[src/rtl/mul24_share_ctrl.sv]
// rtl/mul24_share_ctrl.sv - two-requester front end for a shared 24x24 multiplier
//
// Purpose:
//   Arbitrates two requesters onto one fixed-latency multiplier datapath.
//   Each requester has a small response FIFO. Per-requester credits
//   (free slots minus operations still in flight) ensure that every product
//   coming back has a free slot waiting for it, so the datapath never stalls.
//
// Ports:
//   clk, rst                  clock; synchronous active-low reset
//   reqN_valid/ready/a/b      operand handshake for requester N (N = 0, 1)
//   rspN_valid/ready/p        product handshake for requester N, head of its FIFO
//   mul_a, mul_b, mul_go      registered operands issued to the shared datapath
//   mul_p                     datapath product, valid LAT cycles after mul_go
//   busy                      an operation is in flight or a FIFO holds data
module mul24_share_ctrl #(
  parameter int LAT   = 3,
  parameter int DEPTH = 2
) (
  input  logic        clk,
  input  logic        rst,
  input  logic        req0_valid,
  output logic        req0_ready,
  input  logic [23:0] req0_a,
  input  logic [23:0] req0_b,
  input  logic        req1_valid,
  output logic        req1_ready,
  input  logic [23:0] req1_a,
  input  logic [23:0] req1_b,
  output logic        rsp0_valid,
  input  logic        rsp0_ready,
  output logic [47:0] rsp0_p,
  output logic        rsp1_valid,
  input  logic        rsp1_ready,
  output logic [47:0] rsp1_p,
  output logic [23:0] mul_a,
  output logic [23:0] mul_b,
  output logic        mul_go,
  input  logic [47:0] mul_p,
  output logic        busy
);

  localparam int PW = $clog2(DEPTH);
  localparam int CW = PW + 1;

  logic [1:0]  req_valid;
  logic [1:0]  rsp_ready;
  logic [23:0] req_a [2];
  logic [23:0] req_b [2];

  assign req_valid = {req1_valid, req0_valid};
  assign rsp_ready = {rsp1_ready, rsp0_ready};
  assign req_a[0]  = req0_a;
  assign req_a[1]  = req1_a;
  assign req_b[0]  = req0_b;
  assign req_b[1]  = req1_b;

  // Round-robin pointer: the requester preferred when both are eligible.
  logic ptr_q, ptr_d;

  // Issue register: operands and owner of the op presented on mul_go.
  logic        mul_go_q, mul_go_d;
  logic        issue_id_q, issue_id_d;
  logic [23:0] mul_a_q, mul_a_d;
  logic [23:0] mul_b_q, mul_b_d;

  // Tag pipeline follows the datapath; stage LAT-1 lines up with mul_p.
  logic [LAT-1:0] tag_v_q, tag_v_d;
  logic [LAT-1:0] tag_id_q, tag_id_d;

  // Response FIFOs.
  logic [47:0]   buf_q [2][DEPTH];
  logic [47:0]   buf_d [2][DEPTH];
  logic [PW-1:0] wr_ptr_q [2];
  logic [PW-1:0] wr_ptr_d [2];
  logic [PW-1:0] rd_ptr_q [2];
  logic [PW-1:0] rd_ptr_d [2];
  logic [CW-1:0] occ_q [2];
  logic [CW-1:0] occ_d [2];

  logic [3:0] inflight_cnt [2];
  logic [4:0] used [2];
  logic [1:0] elig;
  logic [1:0] grant;
  logic [1:0] rsp_valid_int;
  logic [1:0] push;
  logic [1:0] pop;
  logic       cap_v;
  logic       cap_id;

  always_comb begin
    ptr_d         = ptr_q;
    mul_go_d      = 1'b0;
    issue_id_d    = issue_id_q;
    mul_a_d       = mul_a_q;
    mul_b_d       = mul_b_q;
    tag_v_d       = tag_v_q;
    tag_id_d      = tag_id_q;
    buf_d         = buf_q;
    wr_ptr_d      = wr_ptr_q;
    rd_ptr_d      = rd_ptr_q;
    occ_d         = occ_q;
    inflight_cnt  = '{default: '0};
    used          = '{default: '0};
    elig          = '0;
    grant         = '0;
    rsp_valid_int = '0;
    push          = '0;
    pop           = '0;
    cap_v         = tag_v_q[LAT-1];
    cap_id        = tag_id_q[LAT-1];

    // Credit: slots not yet promised to a buffered or in-flight product.
    for (int r = 0; r < 2; r++) begin
      if (mul_go_q && (issue_id_q == 1'(r))) begin
        inflight_cnt[r] = 4'd1;
      end
      for (int i = 0; i < LAT; i++) begin
        if (tag_v_q[i] && (tag_id_q[i] == 1'(r))) begin
          inflight_cnt[r] = inflight_cnt[r] + 4'd1;
        end
      end
      used[r] = 5'(occ_q[r]) + 5'(inflight_cnt[r]);
      elig[r] = rst && req_valid[r] && (used[r] < 5'(DEPTH));
    end

    grant[0] = elig[0] && (!elig[1] || !ptr_q);
    grant[1] = elig[1] && (!elig[0] ||  ptr_q);

    if (|grant) begin
      // Preference passes to the requester that just lost (or did not ask).
      ptr_d      = grant[0];
      mul_go_d   = 1'b1;
      issue_id_d = grant[1];
      mul_a_d    = grant[1] ? req_a[1] : req_a[0];
      mul_b_d    = grant[1] ? req_b[1] : req_b[0];
    end

    tag_v_d[0]  = mul_go_q;
    tag_id_d[0] = issue_id_q;
    for (int i = 1; i < LAT; i++) begin
      tag_v_d[i]  = tag_v_q[i-1];
      tag_id_d[i] = tag_id_q[i-1];
    end

    for (int r = 0; r < 2; r++) begin
      rsp_valid_int[r] = rst && (occ_q[r] != '0);
      push[r]          = cap_v && (cap_id == 1'(r));
      pop[r]           = rsp_valid_int[r] && rsp_ready[r];
      if (push[r]) begin
        buf_d[r][wr_ptr_q[r]] = mul_p;
        wr_ptr_d[r]           = wr_ptr_q[r] + PW'(1);
      end
      if (pop[r]) begin
        rd_ptr_d[r] = rd_ptr_q[r] + PW'(1);
      end
      occ_d[r] = occ_q[r] + CW'(push[r]) - CW'(pop[r]);
    end
  end

  always_ff @(posedge clk) begin
    if (!rst) begin
      ptr_q      <= 1'b0;
      mul_go_q   <= 1'b0;
      issue_id_q <= 1'b0;
      mul_a_q    <= '0;
      mul_b_q    <= '0;
      tag_v_q    <= '0;
      tag_id_q   <= '0;
      wr_ptr_q   <= '{default: '0};
      rd_ptr_q   <= '{default: '0};
      occ_q      <= '{default: '0};
    end else begin
      ptr_q      <= ptr_d;
      mul_go_q   <= mul_go_d;
      issue_id_q <= issue_id_d;
      mul_a_q    <= mul_a_d;
      mul_b_q    <= mul_b_d;
      tag_v_q    <= tag_v_d;
      tag_id_q   <= tag_id_d;
      wr_ptr_q   <= wr_ptr_d;
      rd_ptr_q   <= rd_ptr_d;
      occ_q      <= occ_d;
    end
  end

  // FIFO storage carries data only; emptiness is defined by occ_q.
  always_ff @(posedge clk) begin
    buf_q <= buf_d;
  end

  assign req0_ready = grant[0];
  assign req1_ready = grant[1];
  assign rsp0_valid = rsp_valid_int[0];
  assign rsp1_valid = rsp_valid_int[1];
  assign rsp0_p     = buf_q[0][rd_ptr_q[0]];
  assign rsp1_p     = buf_q[1][rd_ptr_q[1]];
  assign mul_a      = mul_a_q;
  assign mul_b      = mul_b_q;
  assign mul_go     = mul_go_q;
  assign busy       = rst && (mul_go_q || (|tag_v_q) || (occ_q[0] != '0) || (occ_q[1] != '0));

endmodule

[config.mk]
export PLATFORM = sky130hd
export DESIGN_NAME = mul24_share_ctrl
export DESIGN_NICKNAME = d
export VERILOG_FILES = /design/src/rtl/mul24_share_ctrl.sv
export SDC_FILE = /design/constraint.sdc
export NUM_CORES = 1
export LEC_CHECK = 0
export ABC_CLOCK_PERIOD_IN_PS = 5200
export CAP_MARGIN = 20
export CORE_MARGIN = 10
export CORE_UTILIZATION = 48
export CTS_BUF_LIST = sky130_fd_sc_hd__clkbuf_4 sky130_fd_sc_hd__clkbuf_8 sky130_fd_sc_hd__clkbuf_16
export CTS_CLUSTER_DIAMETER = 200
export CTS_CLUSTER_SIZE = 28
export DETAILED_ROUTE_END_ITERATION = 16
export PLACE_DENSITY_LB_ADDON = 0.15
export RECOVER_POWER = 50
export REMOVE_ABC_BUFFERS = 1
export SYNTH_ARGS = -nofsm -noshare
export SYNTH_HDL_FRONTEND = slang
export SYNTH_SLANG_ARGS = --single-unit
[constraint.sdc]
create_clock -name clk -period 5.2 [get_ports clk]
set_input_delay 0.78 -clock clk [delete_from_list [all_inputs] [get_ports clk]]
set_output_delay 0.78 -clock clk [all_outputs]
set_load 0.01 [all_outputs]
==> out/qor.csv <==
stage,metric,value,unit
global_routing,grt_max_degree,52,
timing,drv_slew,110,
logic_synthesis,synth.top_cell.area_share,55.9,%
logic_synthesis,synth_ff_type,edfxtp_1,
routing,vias,6764,
timing,rsz0062_at_grt,no,
timing,finalHoldViolCount,0,
global_routing,gr-usage-all-layers,18.6,%
clock_tree,cts_setup_buffers,0,
critical_path,cp_max_fo,6,
logic_synthesis,syn_inst,656,
floorplan,die_h,167,µm
routing,first_pass_iters,4,
placed_design,port_buffers,299,
power,ir_drop,183,µV
clock_tree,cts_hold_buffers,0,
logic_synthesis,synthArstFlopShare,0,%
routing,route.detailed.drc,0,
routing,drtIter0Drc,350,
logic_synthesis,synth_cell_type_count,49,
floorplan,io_pins,300,
logic_synthesis,synth_area,10300,µm²
critical_path,required,4420,ps
timing,fin_crit,4880,ps
critical_path,worstSetupPathType,flop to output pin,
timing,relSlewSlack,-104,%
logic_synthesis,yosysSeqAreaShare,68.5,%
global_routing,antenna_found_initial,4,
final_layout,final_layout_size_suffix_gt1_share,14.4,%
placed_design,place.gp.congestion,0.860,
timing,setup_viol,0,
routing,wire_per_inst,22.1,µm
floorplan,die_x,167,µm
timing,post-route-period-util,93.9,%
outcome,violations,"capacitance limit, slew limit",
final_layout,final_nets,1102,
logic_synthesis,synth_edf_count,192,
logic_synthesis,synth_seq_cells,257,
clock_tree,clkTransAtPathRegs,110,ps
timing,tns,0,ps
clock_tree,cts.root.buffer_cell,clkbuf_16,
floorplan,core.rowCount,53,
routing,ant_nets,0,
final_layout,fill_cells,1474,
global_routing,overflow,0,
logic_synthesis,yosysMostFrequentCell,edfxtp_1,
placed_design,place_hpwl,19100,µm
power,power_density,289,nW/µm²
final_layout,ff_latch_area,7070,µm²
global_routing,grt_first_pass_wirelength,41600,µm
timing,fin_skew,28.5,ps
clock_tree,cts.repair.resized,0,
logic_synthesis,yosysWarnings,0,
clock_tree,cts_tree,built,
logic_synthesis,synth_largest_area_cell,edfxtp_1,
clock_tree,clk_latency,490,ps
floorplan,die_area,27700,µm²
flow_run,maxCapViolCount,3,
final_layout,multi_input_area,3020,µm²
timing,fmax,205,MHz
routing,via_per_inst,5.52,
critical_path,end_kind,output pin,
clock_tree,numCtsBuffers,13,
critical_path,r2r_start,mul_go$_SDFF_PN0_,
outcome,outcome,"finished, violations left",
final_layout,area_growth,35.3,%
floorplan,start_util,48.9,%
critical_path,start_kind,flop,
clock_tree,clk_path_buf_depth,3,
logic_synthesis,avgSynthCellArea,15.7,µm²
power,total_leakage_power,0.00479,µW
critical_path,arrival,4100,ps
clock_tree,cts_sinks,257,
routing,routed_wl,27000,µm
floorplan,core,21100,µm²
min_path,worstHoldStart,mul_a[15]$_SDFFE_PN0P_,
min_path,min_path_type,flop to flop,
logic_synthesis,synth.top_cells.by_count,"edfxtp_1 (192), mux2_2 (96), dfxtp_1 (65), nand3b_1 (49), nor3_1 (49)",
logic_synthesis,netlist_top_cells_area,"edfxtp_1 (56%), dfxtp_1 (13%), mux2_2 (10%)",
clock_tree,htree_levels,1,
timing,hold_slack,499,ps
timing,worstMarginPinSlew,3060,ps
global_routing,first_global_vias,7211,
critical_path,startpoint,issue_id_q$_SDFFE_PN0P_,
## metal layers
| layer | wire [µm] | track usage [%] |
|---|---|---|
| met5 | 0 | 0 |
| met1 | 10400 | 21.1 |
| met2 | 13500 | 32.2 |
| met3 | 2620 | 7.13 |
| met4 | 446 | 4.58 |
## final cells by class
cell class / instances / area share [%]
antenna: 4 / 0.0717
clock buffer: 20 / 2.71
clock inverter: 2 / 0.278
inverter: 7 / 0.188
multi-input combinational: 350 / 21.6
sequential: 257 / 50.7
tap: 275 / 2.47
timing repair buffer: 311 / 22.0
## stage by stage
stage	worst slack (ps)	utilization, %	area [µm²]	total power [µW]	instances
floorplan	-22.6	-	10100	2580	614
global placement	905	64.3	13600	2920	1200
detailed placement	786	64.3	13600	2940	1200
CTS	251	66.3	14000	4080	1222
global route	8.49	66.2	14000	4190	1224
finish	317	66.2	14000	4030	1226
## worst max-delay path, cell delays in order, from the launching register on
cell and delay, ps:
dfxtp_1 370, nand2b_1 190, ha_1 370, xor2_2 270, ha_1 270, nand2_1 70, o21ai_0 160, fa_1 460
nor3_1 330, a31oi_4 90, nor4_1 400, clkdlybuf4s50_1 640
## placed cells by master, fill, tap and decap left out, types with 6 or more instances in the layout
cell,instances
mux2_2,96
xnor2_1,8
nand2_1,10
and2_1,11
buf_4,9
and2_0,6
clkbuf_16,13
nand3b_1,49
dfxtp_1,63
edfxtp_1,192
nor2_1,7
a221o_1,48
inv_1,7
clkbuf_4,7
nor3_1,49
dlygate4sd3_1,49
ha_1,10
clkdlybuf4s50_1,250
## power by group
part	leakage (µW)	internal [µW]	switching (µW)
Clock	0.000208	525	619
Combinational	0.00231	329	233
Sequential	0.00227	2270	53.4
Total	0.00479	3130	905
## path summary, 6_finish.rpt
kind                            slack (ps)                     end  cells after the start
worst max-delay path                   320              req0_ready                     11
worst min-delay path                   500  mul_a[15]$_SDFFE_PN0P_                      1
worst max register to register        1130  mul_a[23]$_SDFFE_PN0P_                     13
worst min register to register         500  mul_a[15]$_SDFFE_PN0P_                      1
## registers in the layout (all words and copies together) (netlist names)
register	count
rd_ptr_q	2
buf_q	192
tag_v_q	3
mul_go	1
mul_a	24
issue_id_q	1
ptr_q	1
occ_q	4
mul_b	24
wr_ptr_q	2
tag_id_q	3
## cells by family (layout without fill, tap and decap cells)
logic type                 after synthesis  in the layout  share of synthesized area (%)
other                                    0              4                              0
muxes                                   97             97                           10.6
and+or+nand+nor                        160            160                           9.43
xor gates and xnor gates                10             10                           1.06
AOI/OAI and AO/OA                       71             71                           6.48
adders and majority gates               12             12                           1.60
DFF                                    257            257                           68.5
buffers and inverters                   49            340                           2.32
Power figures use the tool's default switching activity.
==> variant 1: new RTL, same settings <==
Change the parameter `LAT` from 3 to 6.
--- a/src/rtl/mul24_share_ctrl.sv
+++ b/src/rtl/mul24_share_ctrl.sv
@@ -15,5 +15,5 @@
 //   busy                      an operation is in flight or a FIFO holds data
 module mul24_share_ctrl #(
-  parameter int LAT   = 3,
+  parameter int LAT   = 6,
   parameter int DEPTH = 2
 ) (
Formal check against the unedited RTL: not equivalent (Yosys sat finds a counterexample within 10 cycles, from zero or initial values and one cycle with rst low).
==> variant 1 against the original RTL <==
The flow finishes with violations (setup timing); worst setup slack got worse by 0.54 ns; final area rose by 11%; register-to-register slack got worse by 0.94 ns; count of clock-buffer cells in the layout did not move; total power rose by 1.1%; area after synthesis rose by 8.0%; routed wire length rose by 12%; sequential cell count rose by 6; largest power group unchanged.
==> variant 1: results (changes against the original RTL) <==
outcome complete, but fails checks; failing checks setup timing; layout cell share with drive strength beyond 1 22.8% (+8.5 points); final setup fails 2 (+2); vias in the first global route 7,705 (+6.9%); GRT Total Usage 19.3% (+0.75 points); first-pass GRT wire length 44,400 microns (+6.7%); CTS buffer count 13 (unchanged); leading cell types by total area after synthesis edfxtp_1 52%, dfxtp_1 13%, mux2_2 9.9%; Initial DRT Pass Iterations 4 (unchanged); largest net degree at the start of global routing 51 (-1.9%); Seq/Total Area, Yosys 64.5% (-4.0 points); initial antenna violation count 6 (+2); Cell variety after synth 71 (+45%); routability congestion estimate 0.868 (+0.95%); Pleak 5.37 nW (+12%); DR iter-0 viols 418 (+19%); ys async rst share 0% (unchanged); Final nets 1,231 (+12%); WP data arrival 4.65 ns (+0.55 ns); clock skew 0.0185 ns (-0.00995 ns); crit-path max FO 7 (+1); max reg flops 192 (unchanged); largest reg by FF count buf_q; Peak supply drop 0.000272 V (+49%); via count 7,463 (+10%); DRT Wirelength 30,300 microns (+12%); synth cell count leaders 192 x edfxtp_1, 98 x mux2_2, 71 x dfxtp_1, 48 x a221o_1, 48 x nor4b_1; Int Power 0.00316 W (+1.2%); setup TNS -0.409 ns (-0.409 ns); PnR worst setup slack -0.228 ns (-0.545 ns); Slew headroom 29.6% (+130 points); Detailed Place HPWL 21,200 microns (+11%)
## variant 1: worst max-delay path, cell delays in order, from the launching register on
cell	delay, ns
dfxtp_2	0.37
buf_6	0.14
and4_4	0.23
a21oi_1	0.05
nor2_1	0.18
ha_4	0.23
xnor2_1	0.12
nor2_1	0.16
a21oi_2	0.05
xnor2_1	0.12
mux2_4	0.29
ha_4	0.26
and3_4	0.18
nor2_2	0.04
a21oi_2	0.16
fa_1	0.42
nand3b_1	0.19
nor3b_2	0.18
nand4b_1	0.18
buf_4	0.19
a22oi_4	0.13
o31a_4	0.17
buf_6	0.11
## variant 1: cell type report
cell class,count,area [sq um]
antenna,4,10.0
clock buffer,20,378
clock inverter,1,20.0
fill,1655,7250
inverter,13,48.8
multi-input combinational,411,3940
sequential,263,7200
tap,285,357
timing repair buffer,361,3500
## variant 1: logic make-up (layout without fill, tap and decap cells)
family | after synthesis | after routing | share of synthesized area (%)
AND/OR/NAND/NOR | 167 | 167 | 9.65
buffers and inverters | 60 | 395 | 2.46
adder cells (fa/ha/maj) | 18 | 18 | 2.16
other | 0 | 4 | 0
XOR/XNOR | 39 | 39 | 3.92
multiplexers | 102 | 102 | 10.3
flip-flops | 263 | 263 | 64.5
AO/OA/AOI/OAI | 85 | 85 | 6.99
## variant 1: worst paths after layout
check                   startpoint                      to  slack (ns)  depth (start not counted)
min          mul_b[8]$_SDFFE_PN0P_   mul_b[8]$_SDFFE_PN0P_        0.50                          1
max reg2reg      mul_go$_SDFF_PN0_  mul_b[23]$_SDFFE_PN0P_        0.19                         21
max              mul_go$_SDFF_PN0_              req1_ready       -0.23                         22
min reg2reg  mul_b[8]$_SDFFE_PN0P_   mul_b[8]$_SDFFE_PN0P_        0.50                          1
## variant 1: per-layer routing
| metal | global-route usage, % | part of all wire (%) |
|---|---|---|
| met5 | 0 | 0 |
| met4 | 5.92 | 2.1 |
| met3 | 7.39 | 9.8 |
| met2 | 32.7 | 49 |
| met1 | 22.2 | 39 |
## variant 1: metrics by stage
stage	hold slack, ns	setup WS [ns]	cell area [sq um]	cells
2_1_floorplan	0.484	-1.81	10900	687
3_3_place_gp	0.469	-0.408	14700	1323
3_5_place_dp	0.470	-0.517	14700	1323
4_1_cts	0.500	-0.293	15300	1349
5_1_grt	0.513	-0.430	15500	1357
6_report	0.497	-0.228	15500	1358
## variant 1: power by group through the flow
stage,combinational [W],clock (W),sequential (W)
2_1_floorplan,0.000183,0,0.00241
3_5_place_dp,0.000546,0,0.00238
4_1_cts,0.000568,0.00120,0.00234
3_3_place_gp,0.000539,0,0.00238
5_1_grt,0.000614,0.00126,0.00235
6_report,0.000573,0.00116,0.00234
## variant 1: repair_timing
action / 4_1_cts / 5_1_grt
buffers inserted: 5 / 5
pin swaps: 19 / 18
setup endpoints to repair: 50 / 50
gates resized for setup: 39 / 23
==> variant 2: new RTL, same flow settings <==
Without the edit above. Make the reset (`rst`) asynchronous in one clocked block. Comments in the files are not updated.
--- a/src/rtl/mul24_share_ctrl.sv
+++ b/src/rtl/mul24_share_ctrl.sv
@@ -159,5 +159,5 @@
   end
 
-  always_ff @(posedge clk) begin
+  always_ff @(posedge clk or negedge rst) begin
     if (!rst) begin
       ptr_q      <= 1'b0;
Function: differs if rst is asserted again (counterexample within 4 cycles, from zero or initial values and one cycle with rst low); with rst held inactive, the same outputs for 10 cycles.
==> variant 2 against the original RTL <==
The flow still finishes with violations (capacitance limit, slew limit); sequential cell count is the same; routed wire length grew 1.1%; final area grew 0.71%; area after synthesis grew 0.50%; global-route usage grew 0.12 points; register-to-register slack gained 0.24 ns; worst setup slack lost 0.067 ns; die area grew 0.44%.
Power is not compared: it rests on default switching activity, and its combinational part moved more than twofold at a synthesized area within 25%.
==> variant 2: results (changes against the original RTL) <==
initial antenna violation count 3 (-1); routability congestion estimate 0.883 (+2.7%); ys async rst share 25.3% (+25 points); Hold EP tag_id_q[1]$_DFF_PN0_; Slew Limit Fails 69 (-37%); synth cell count leaders 192 x edfxtp_1, 96 x mux2_2, 65 x dfrtp_1, 48 x nand4b_1, 48 x o221a_1; WL met3 2680 microns (+2.4%); Worst Hold Launch tag_id_q[0]$_DFF_PN0_; Max-cap violations 3 (unchanged); post-synthesis mux area share 10.4% (-0.15 points); failing checks capacitance limit, slew limit; via count 6,480 (-4.2%); Period minus WS final 4.95 ns (+0.0665 ns); Synth Area in Adders 1.59% (-0.0079 points); Non-Filler Instances 1,157 (-5.6%); slowest stage delay, CP 0.56 ns (-0.08 ns); outcome complete, but fails checks; Seq/Total Area, Yosys 71.3% (+2.8 points); M3 GR Usage 7.39% (+0.26 points); Hold Crit Depth 0 (-1); Worst Tran Pin Value 2.21 ns (-0.853 ns); WP data arrival 4.17 ns (+0.07 ns); placed inst area 13,700 sq um (+0.70%); Syn Inst Count 584 (-11%); Cell variety after synth 47 (-4.1%); DR iter-0 viols 315 (-10%); leading cell types by total area after synthesis edfxtp_1 56%, dfrtp_1 16%, mux2_2 10%; clock skew 0.0275 ns (-0.000960 ns); Compound-Gate Fraction of Synth Area 6.53% (+0.052 points); Detailed Place HPWL 19,400 microns (+1.9%); grt met1 use 21.3% (+0.13 points)
==> variant 2: repair_timing <==
item / in CTS / in global routing
setup endpoints to repair: 0 / 2
hold endpoints to repair: 0 / 0
resized for setup: 0 / 3
hold buffers: 0 / 0
==> variant 2: power groups by stage <==
stage / logic [W] / clock network, W / registers, W
5_1_grt: 0.00336 / 0.00125 / 0.00311
3_5_place_dp: 0.00319 / 0 / 0.00308
2_1_floorplan: 0.00148 / 0 / 0.00310
4_1_cts: 0.00320 / 0.00117 / 0.00305
6_report: 0.00313 / 0.00114 / 0.00305
3_3_place_gp: 0.00312 / 0 / 0.00306
==> variant 2: layout make-up <==
class | instances | area, sq um | share of cell area (%)
multi-input cells | 286 | 2800 | 19.9
flip-flops and latches | 257 | 7400 | 52.6
clock inverters | 2 | 38.8 | 0.276
inverters | 4 | 15.0 | 0.107
diodes | 2 | 5.00 | 0.0356
repair buffers | 311 | 3080 | 21.9
well taps | 275 | 344 | 2.45
clock buffers | 20 | 378 | 2.69
